==> config.mk <==
export PLATFORM = sky130hd
export DESIGN_NAME = display_timings
export DESIGN_NICKNAME = d
export VERILOG_FILES = /design/src/rtl/display_timings.sv
export SDC_FILE = /design/constraint.sdc
export NUM_CORES = 1
export LEC_CHECK = 0
export ABC_AREA = 0
export CAP_MARGIN = 20
export CORE_UTILIZATION = 46
export DETAILED_ROUTE_END_ITERATION = 16
export MAX_ROUTING_LAYER = met4
export PLACE_DENSITY = 0.79
export SLEW_MARGIN = 0
export SYNTH_ARGS = -nofsm -noshare
export SYNTH_HDL_FRONTEND = slang
export SYNTH_SLANG_ARGS = --single-unit
export TNS_END_PERCENT = 1
==> constraint.sdc <==
create_clock -name i_clk -period 2.3 [get_ports i_clk]
set_input_delay 0.46 -clock i_clk [delete_from_list [all_inputs] [get_ports i_clk]]
set_output_delay 0.46 -clock i_clk [all_outputs]
set_load 0.02 [all_outputs]
==> src/rtl/display_timings.sv <==
// Raster timing generator for the pixel-clock domain: counters, syncs, data enable, line/frame strobes.
// Optional DISPLAY_TIMINGS_FRAME_COUNT_EN adds a 16-bit frame counter output.
module display_timings #(
    parameter int unsigned H_RES  = 640,
    parameter int unsigned H_FP   = 16,
    parameter int unsigned H_SYNC = 96,
    parameter int unsigned H_BP   = 48,
    parameter int unsigned V_RES  = 480,
    parameter int unsigned V_FP   = 10,
    parameter int unsigned V_SYNC = 2,
    parameter int unsigned V_BP   = 33,
    parameter logic        H_POL  = 1'b0,
    parameter logic        V_POL  = 1'b0,
    parameter int unsigned CORDW  = 16
) (
    input  logic             i_clk,
    input  logic             i_rst,
    output logic             o_hs,
    output logic             o_vs,
    output logic             o_de,
    output logic [CORDW-1:0] o_sx,
    output logic [CORDW-1:0] o_sy,
    output logic             o_line,
`ifdef DISPLAY_TIMINGS_FRAME_COUNT_EN
    output logic [15:0]      o_frame_cnt,
`endif
    output logic             o_frame
);

    localparam int unsigned H_TOTAL = H_RES + H_FP + H_SYNC + H_BP;
    localparam int unsigned V_TOTAL = V_RES + V_FP + V_SYNC + V_BP;

    localparam logic [CORDW-1:0] H_LAST     = CORDW'(H_TOTAL - 1);
    localparam logic [CORDW-1:0] V_LAST     = CORDW'(V_TOTAL - 1);
    localparam logic [CORDW-1:0] H_ACT      = CORDW'(H_RES);
    localparam logic [CORDW-1:0] V_ACT      = CORDW'(V_RES);
    localparam logic [CORDW-1:0] H_SYNC_STA = CORDW'(H_RES + H_FP);
    localparam logic [CORDW-1:0] H_SYNC_END = CORDW'(H_RES + H_FP + H_SYNC);
    localparam logic [CORDW-1:0] V_SYNC_STA = CORDW'(V_RES + V_FP);
    localparam logic [CORDW-1:0] V_SYNC_END = CORDW'(V_RES + V_FP + V_SYNC);

    logic [CORDW-1:0] sx_next_c;
    logic [CORDW-1:0] sy_next_c;
    logic             de_c;
    logic             hs_c;
    logic             vs_c;
    logic             line_c;
    logic             frame_c;

    // Next counter position; every output is decoded from it so all registers agree on one pixel.
    always_comb begin
        sx_next_c = o_sx + CORDW'(1);
        sy_next_c = o_sy;
        if (o_sx == H_LAST) begin
            sx_next_c = '0;
            sy_next_c = (o_sy == V_LAST) ? '0 : o_sy + CORDW'(1);
        end
        de_c    = (sx_next_c < H_ACT) && (sy_next_c < V_ACT);
        hs_c    = ((sx_next_c >= H_SYNC_STA) && (sx_next_c < H_SYNC_END)) ? H_POL : ~H_POL;
        vs_c    = ((sy_next_c >= V_SYNC_STA) && (sy_next_c < V_SYNC_END)) ? V_POL : ~V_POL;
        line_c  = (sx_next_c == '0);
        frame_c = (sx_next_c == '0) && (sy_next_c == '0);
    end

    // Reset parks the counters on the last pixel so the first edge opens a fresh frame.
    always_ff @(posedge i_clk or posedge i_rst) begin
        if (i_rst) begin
            o_sx    <= H_LAST;
            o_sy    <= V_LAST;
            o_de    <= 1'b0;
            o_hs    <= ~H_POL;
            o_vs    <= ~V_POL;
            o_line  <= 1'b0;
            o_frame <= 1'b0;
        end else begin
            o_sx    <= sx_next_c;
            o_sy    <= sy_next_c;
            o_de    <= de_c;
            o_hs    <= hs_c;
            o_vs    <= vs_c;
            o_line  <= line_c;
            o_frame <= frame_c;
        end
    end

`ifdef DISPLAY_TIMINGS_FRAME_COUNT_EN
    logic first_frame_seen;

    // The first frame after reset is numbered 0; later frame starts advance the count.
    always_ff @(posedge i_clk or posedge i_rst) begin
        if (i_rst) begin
            o_frame_cnt      <= '0;
            first_frame_seen <= 1'b0;
        end else if (frame_c) begin
            first_frame_seen <= 1'b1;
            if (first_frame_seen) begin
                o_frame_cnt <= o_frame_cnt + 16'd1;
            end
        end
    end
`endif

endmodule

==> results of run 1 <==
## per-stage QoR
| step | TNS [ns] | instance area (µm²) | setup WS, ns | hold WS (ns) | utilization, % |
|---|---|---|---|---|---|
| finish | -0.521 | 3170 | -0.255 | 0.546 | 77.7 |
| floorplan | -0.453 | 2020 | -0.224 | 0.539 | - |
| global route | -0.858 | 3170 | -0.303 | 0.580 | 77.7 |
| detailed placement | -0.444 | 2960 | -0.220 | 0.538 | 72.4 |
| global placement | -0.249 | 2960 | -0.150 | 0.529 | 72.4 |
| CTS | -0.256 | 3130 | -0.164 | 0.545 | 76.6 |
## worst paths after layout
kind	start	to	slack (ns)	cells after the start
max	o_sx[1]$_DFF_PP1_	o_frame$_DFF_PP0_	-0.26	8
min	o_sy[15]$_DFF_PP0_	o_sy[15]$_DFF_PP0_	0.55	1
max reg2reg	o_sx[1]$_DFF_PP1_	o_frame$_DFF_PP0_	-0.26	8
min reg2reg	o_sy[15]$_DFF_PP0_	o_sy[15]$_DFF_PP0_	0.55	1
max in group asynchronous	i_rst	o_sx[2]$_DFF_PP1_	1.37	3
min in group asynchronous	i_rst	o_sx[11]$_DFF_PP0_	0.56	3
## kinds of logic (layout without fill, tap and decap cells)
kind of cell,Yosys count,in the layout,synth area share [%]
simple gates,90,90,27.9
flops,37,37,46.9
xor+xnor,24,24,10.5
compound gates,23,23,8.17
buf+inv,17,130,4.05
fa+ha+maj,3,3,1.87
mux,1,1,0.561
## flip-flops by register name (all words and copies together), names as in the netlist
signal	count
o_de	1
o_frame	1
o_vs	1
o_line	1
o_sy	16
o_sx	16
o_hs	1
## timing repair
action,CTS,global route
hold endpoints to repair,0,0
gates resized for setup,5,9
gates cloned,0,0
pin swaps,6,0
buffers inserted,1,0
setup endpoints to repair,4,6
## where the power goes
part           total [mW]  switching, mW  internal [mW]
logic              0.0152         0.0125        0.00271
registers           0.651              0          0.651
clock network       0.664          0.233          0.431
## worst max-delay path: stages (launching register included)
cell	delay, ns
dfstp_2	0.56
ha_4	0.14
and4_1	0.21
and4_4	0.28
or2b_1	0.30
buf_4	0.18
o31ai_1	0.42
nor4_1	0.15
and4_1	0.21
## routing by layer
layer | global-route usage (%) | up-vias | part of all wire, %
met4 | 9.64 | 0 | 2.0
met2 | 39.2 | 75 | 47
met5 | - | - | 0
li1 | - | 935 | -
met3 | 7.17 | 10 | 5.1
met1 | 36.6 | 950 | 46
## cell usage in the layout (no fill, tap or decap), types with 6 or more instances in the layout
| cell | count |
|---|---|
| clkdlybuf4s50_1 | 38 |
| dfstp_2 | 12 |
| buf_4 | 72 |
| o21ai_0 | 6 |
| nand2_1 | 15 |
| nor2_1 | 10 |
| inv_1 | 12 |
| nand4_1 | 12 |
| nand3_1 | 8 |
| xor2_1 | 9 |
| dfrtp_1 | 25 |
| nor3_1 | 8 |
| xnor2_1 | 15 |
## layout make-up
type	count	area share, %
Timing Repair Buffer	110	29.0
Clock buffer	5	2.17
Sequential cell	37	29.6
Clock inverter	3	2.05
Inverter	12	1.42
Tap cell	50	1.97
Multi-Input combinational cell	141	33.7
==> results.ini, run 1 <==
[clock_tree]
cts_htree_levels = 2
hold_buffers = 0
clk_pin_slew_ns = 0.08
insertion_delay_ns = 0.29
clock_sinks = 37
clockBufferDepth = 2
cts_tree = yes
cts_buffers = 5
ctsRootBufferMaster = clkbuf_8

[pwr]
powerDensity_nw_per_um2 = 419
p_leak_nw = 1.41
ir_drop_mv = 0.473
fin_total_pwr_mw = 1.33

[logic_synthesis]
synth_enable_flop_cells = 0
yosysSeqAreaShare_pct = 46.9
synth-seq-cells = 37
yosys-top-cells-count = dfrtp_1 (25), nand2_1 (15), xnor2_1 (15)
synth-main-ff-cell = dfrtp_1
ys_warn_count = 0
yosysMostFrequentCell = dfrtp_1
synth_area_um2 = 2010
synth_area_per_cell_um2 = 10.3
syn-num-nets = 200
syn_inst = 195
async_flop_share_pct = 100
yosysTopAreaCellShare_pct = 31.2
ys_top_cells_by_area = dfrtp_1 (31%), dfstp_2 (16%), xnor2_1 (6.6%)
synthDistinctLibCells = 46
yosys.area.top_type = dfrtp_1

[placed_design]
dpl.hpwl_mm = 4.04
dp.cells = 349
gp_congestion = 0.872
port_buffers = 38

[status]
violations = negative setup slack
status = finished with violations

[sta]
clock.fmax_mhz = 391
rsz0062_at_grt = yes
min_period_ns = 2.56
fin_worst_skew_ns = 0.00752
setup_viol = 5
layout_setup_ws_ns = -0.255
fin_crit_sh_pct = 111
hold_viol_final = 0
relSlewSlack_pct = 68.7
tightest_slew_ns = 0.470
slew_violations = 0

[floorplanning]
floorplan.initialDensity_pct = 49.1
die_area_um2 = 4630
die_x_um = 68.0
ios = 39
die_h_um = 68.0
core_um2 = 4090
rows = 23

[drt]
avgViaCountPerCell = 5.50
drt_iter0_drc = 161
wirelength_mm = 5.70
wl_per_cell_um = 15.9
num_vias = 1970
final_antenna_net_count = 0
drtPass1Iterations = 4
drc_errors = 0

[layout]
nets = 312
regArea_um2 = 941
area_delta_synth_final_pct = 58.3
post_layout_nonfiller_instances = 358
fillers = 263
drive_gt1_share_pct = 37.3
num_antenna_cells = 0
multi_input_area_um2 = 1070

[setup_path]
path_max_fanout = 7
end_kind = register
path_class = register to register
worstPathRequired_ns = 2.49
crit_arrival_ns = 2.74
setup.worst_path.start_class = register

[flow_run]
maxCapViolCount = 0

[grt]
antenna_found_initial = 0
grt_pass1_vias = 1777
grt_remaining_overflow = 0
grt_pass1_wl_mm = 8.68
track_usage_pct = 27.2
grt_max_degree = 38

[worst_hold_path]
holdCritPathClass = register to register

(Power assumes the default switching activity.)
==> run 2, diff against run 1 <==
clock period = 2.15 ns   (was 2.3 ns; I/O delays follow)
==> results.ini, run 2 (synthesized netlist as in run 1, its figures left out) <==
[sta]
setup_tns_ns = -1.03
layout_setup_ws_ns = -0.329
min_period_ns = 2.48
fin_crit_sh_pct = 115
tightest_slew_ns = 0.468
clock.fmax_mhz = 403
hold_viol_final = 0
fin_worst_skew_ns = 0.00869
slew_violations = 0
rsz0062_at_grt = yes
setup_viol = 4
relSlewSlack_pct = 68.8

[floorplanning]
die_area_um2 = 4630
ios = 39
rows = 23
floorplan.initialDensity_pct = 49.1
die_h_um = 68.0
core_um2 = 4090
die_x_um = 68.0

[placed_design]
dpl.hpwl_mm = 4.08
dpl-instance-area_um2 = 3000
port_buffers = 38
gp_congestion = 0.898

[layout]
num_antenna_cells = 0
top_regs = o_sx (16), o_sy (16)
nets = 317
design_area_um2 = 3200
final_common_cell = buf_4
regArea_um2 = 941
multi_input_area_um2 = 1110
area_delta_synth_final_pct = 59.5
fillers = 244
mostFrequentLayoutCells = buf_4 (77), clkdlybuf4s50_1 (38), dfrtp_1 (25)
final_util_pct = 78.3
drive_gt1_share_pct = 39.6

[clock_tree]
clk_pin_slew_ns = 0.08
cts_htree_levels = 2
cts_tree = yes
clock_sinks = 37
insertion_delay_ns = 0.30
ctsRootBufferMaster = clkbuf_8
cts_buffers = 5
clockBufferDepth = 2

[pwr]
clkPwrFrac_pct = 39.9
swShare_pct = 22.1
p_seq_share_pct = 58.8
combPwrFrac_pct = 1.4
fin_total_pwr_mw = 1.19
powerDensity_nw_per_um2 = 371
power.net_switching_mw = 0.262
intPower_mw = 0.924
ir_drop_mv = 0.310
p_leak_nw = 1.44

[drt]
drtPass1Iterations = 4
final_antenna_net_count = 0
drc_errors = 0
wl_per_cell_um = 16.2
drt_iter0_drc = 121
avgViaCountPerCell = 5.56
num_vias = 2017
wirelength_mm = 5.90

[grt]
grt_pass1_vias = 1882
antenna_found_initial = 0
track_usage_pct = 28.3
grt_remaining_overflow = 0
grt_pass1_wl_mm = 9.19
grt_max_degree = 38

[setup_path]
path_max_fanout = 5
setup.worst_path.start_class = register
end_kind = register
crit_arrival_ns = 2.64
path_class = register to register
worstPathRequired_ns = 2.31

[status]
violations = negative setup slack
status = finished with violations

[worst_hold_path]
holdCritPathClass = input port to async pin

[flow_run]
maxCapViolCount = 0

==> run 2: worst max-delay path, cell delays in order (launching register included) <==
cell and delay [ns]:
dfstp_2 0.59, nand4_1 0.23, or4_4 0.50, o31ai_2 0.24
o41ai_2 0.14, nand4bb_4 0.24, nor4_1 0.40
==> run 2: metrics by stage <==
stage                     setup slack, ns  cells  hold slack (ns)
after floorplan                    -0.374    195            0.539
after global placement             -0.277    354            0.547
after detailed placement           -0.372    354            0.572
after CTS                          -0.293    362            0.556
after global routing               -0.432    363            0.585
final                              -0.329    363            0.544
==> run 2: metal layers <==
metal  GRT usage (%)  vias up  share of wire (%)
li1                -      946                  -
met1            38.7      983                 44
met2            41.3       76                 49
met3            5.00       12                4.9
met4            11.5        0                2.0
met5               -        -                  0
==> run 2: final timing paths <==
kind	slack (ns)	start	endpoint	cells past startpoint
min in group i_clk	0.58	o_sx[0]$_DFF_PP1_	o_sx[1]$_DFF_PP1_	1
worst min-delay path	0.54	i_rst	o_sx[15]$_DFF_PP0_	3
max in group asynchronous	1.25	i_rst	o_sx[4]$_DFF_PP1_	3
worst max register to register	-0.33	o_sy[2]$_DFF_PP1_	o_de$_DFF_PP0_	6
worst min register to register	0.58	o_sx[0]$_DFF_PP1_	o_sx[1]$_DFF_PP1_	1
worst max-delay path	-0.33	o_sy[2]$_DFF_PP1_	o_de$_DFF_PP0_	6
==> run 2: final cells by class <==
class                      count  share of cell area (%)
multi-input combinational    141                    34.7
timing repair buffer         115                    30.0
sequential                    37                    29.4
clock buffer                   6                    2.27
tap                           50                    1.96
inverter                      12                    1.41
clock inverter                 2                   0.313
==> run 2: repair_timing <==
item                       4_1_cts  5_1_grt
hold buffers                     0        0
setup buffers                    0        1
resized for setup               11       10
setup endpoints to repair        9       11
pin swaps                        3        4
==> run 2: power groups by stage <==
stage | clock network, mW | registers (mW) | logic, mW
after floorplan | 0 | 0.709 | 0.0101
after global placement | 0 | 0.709 | 0.0169
after detailed placement | 0 | 0.709 | 0.0172
after CTS | 0.478 | 0.697 | 0.0173
after global routing | 0.507 | 0.696 | 0.0195
final | 0.473 | 0.697 | 0.0163
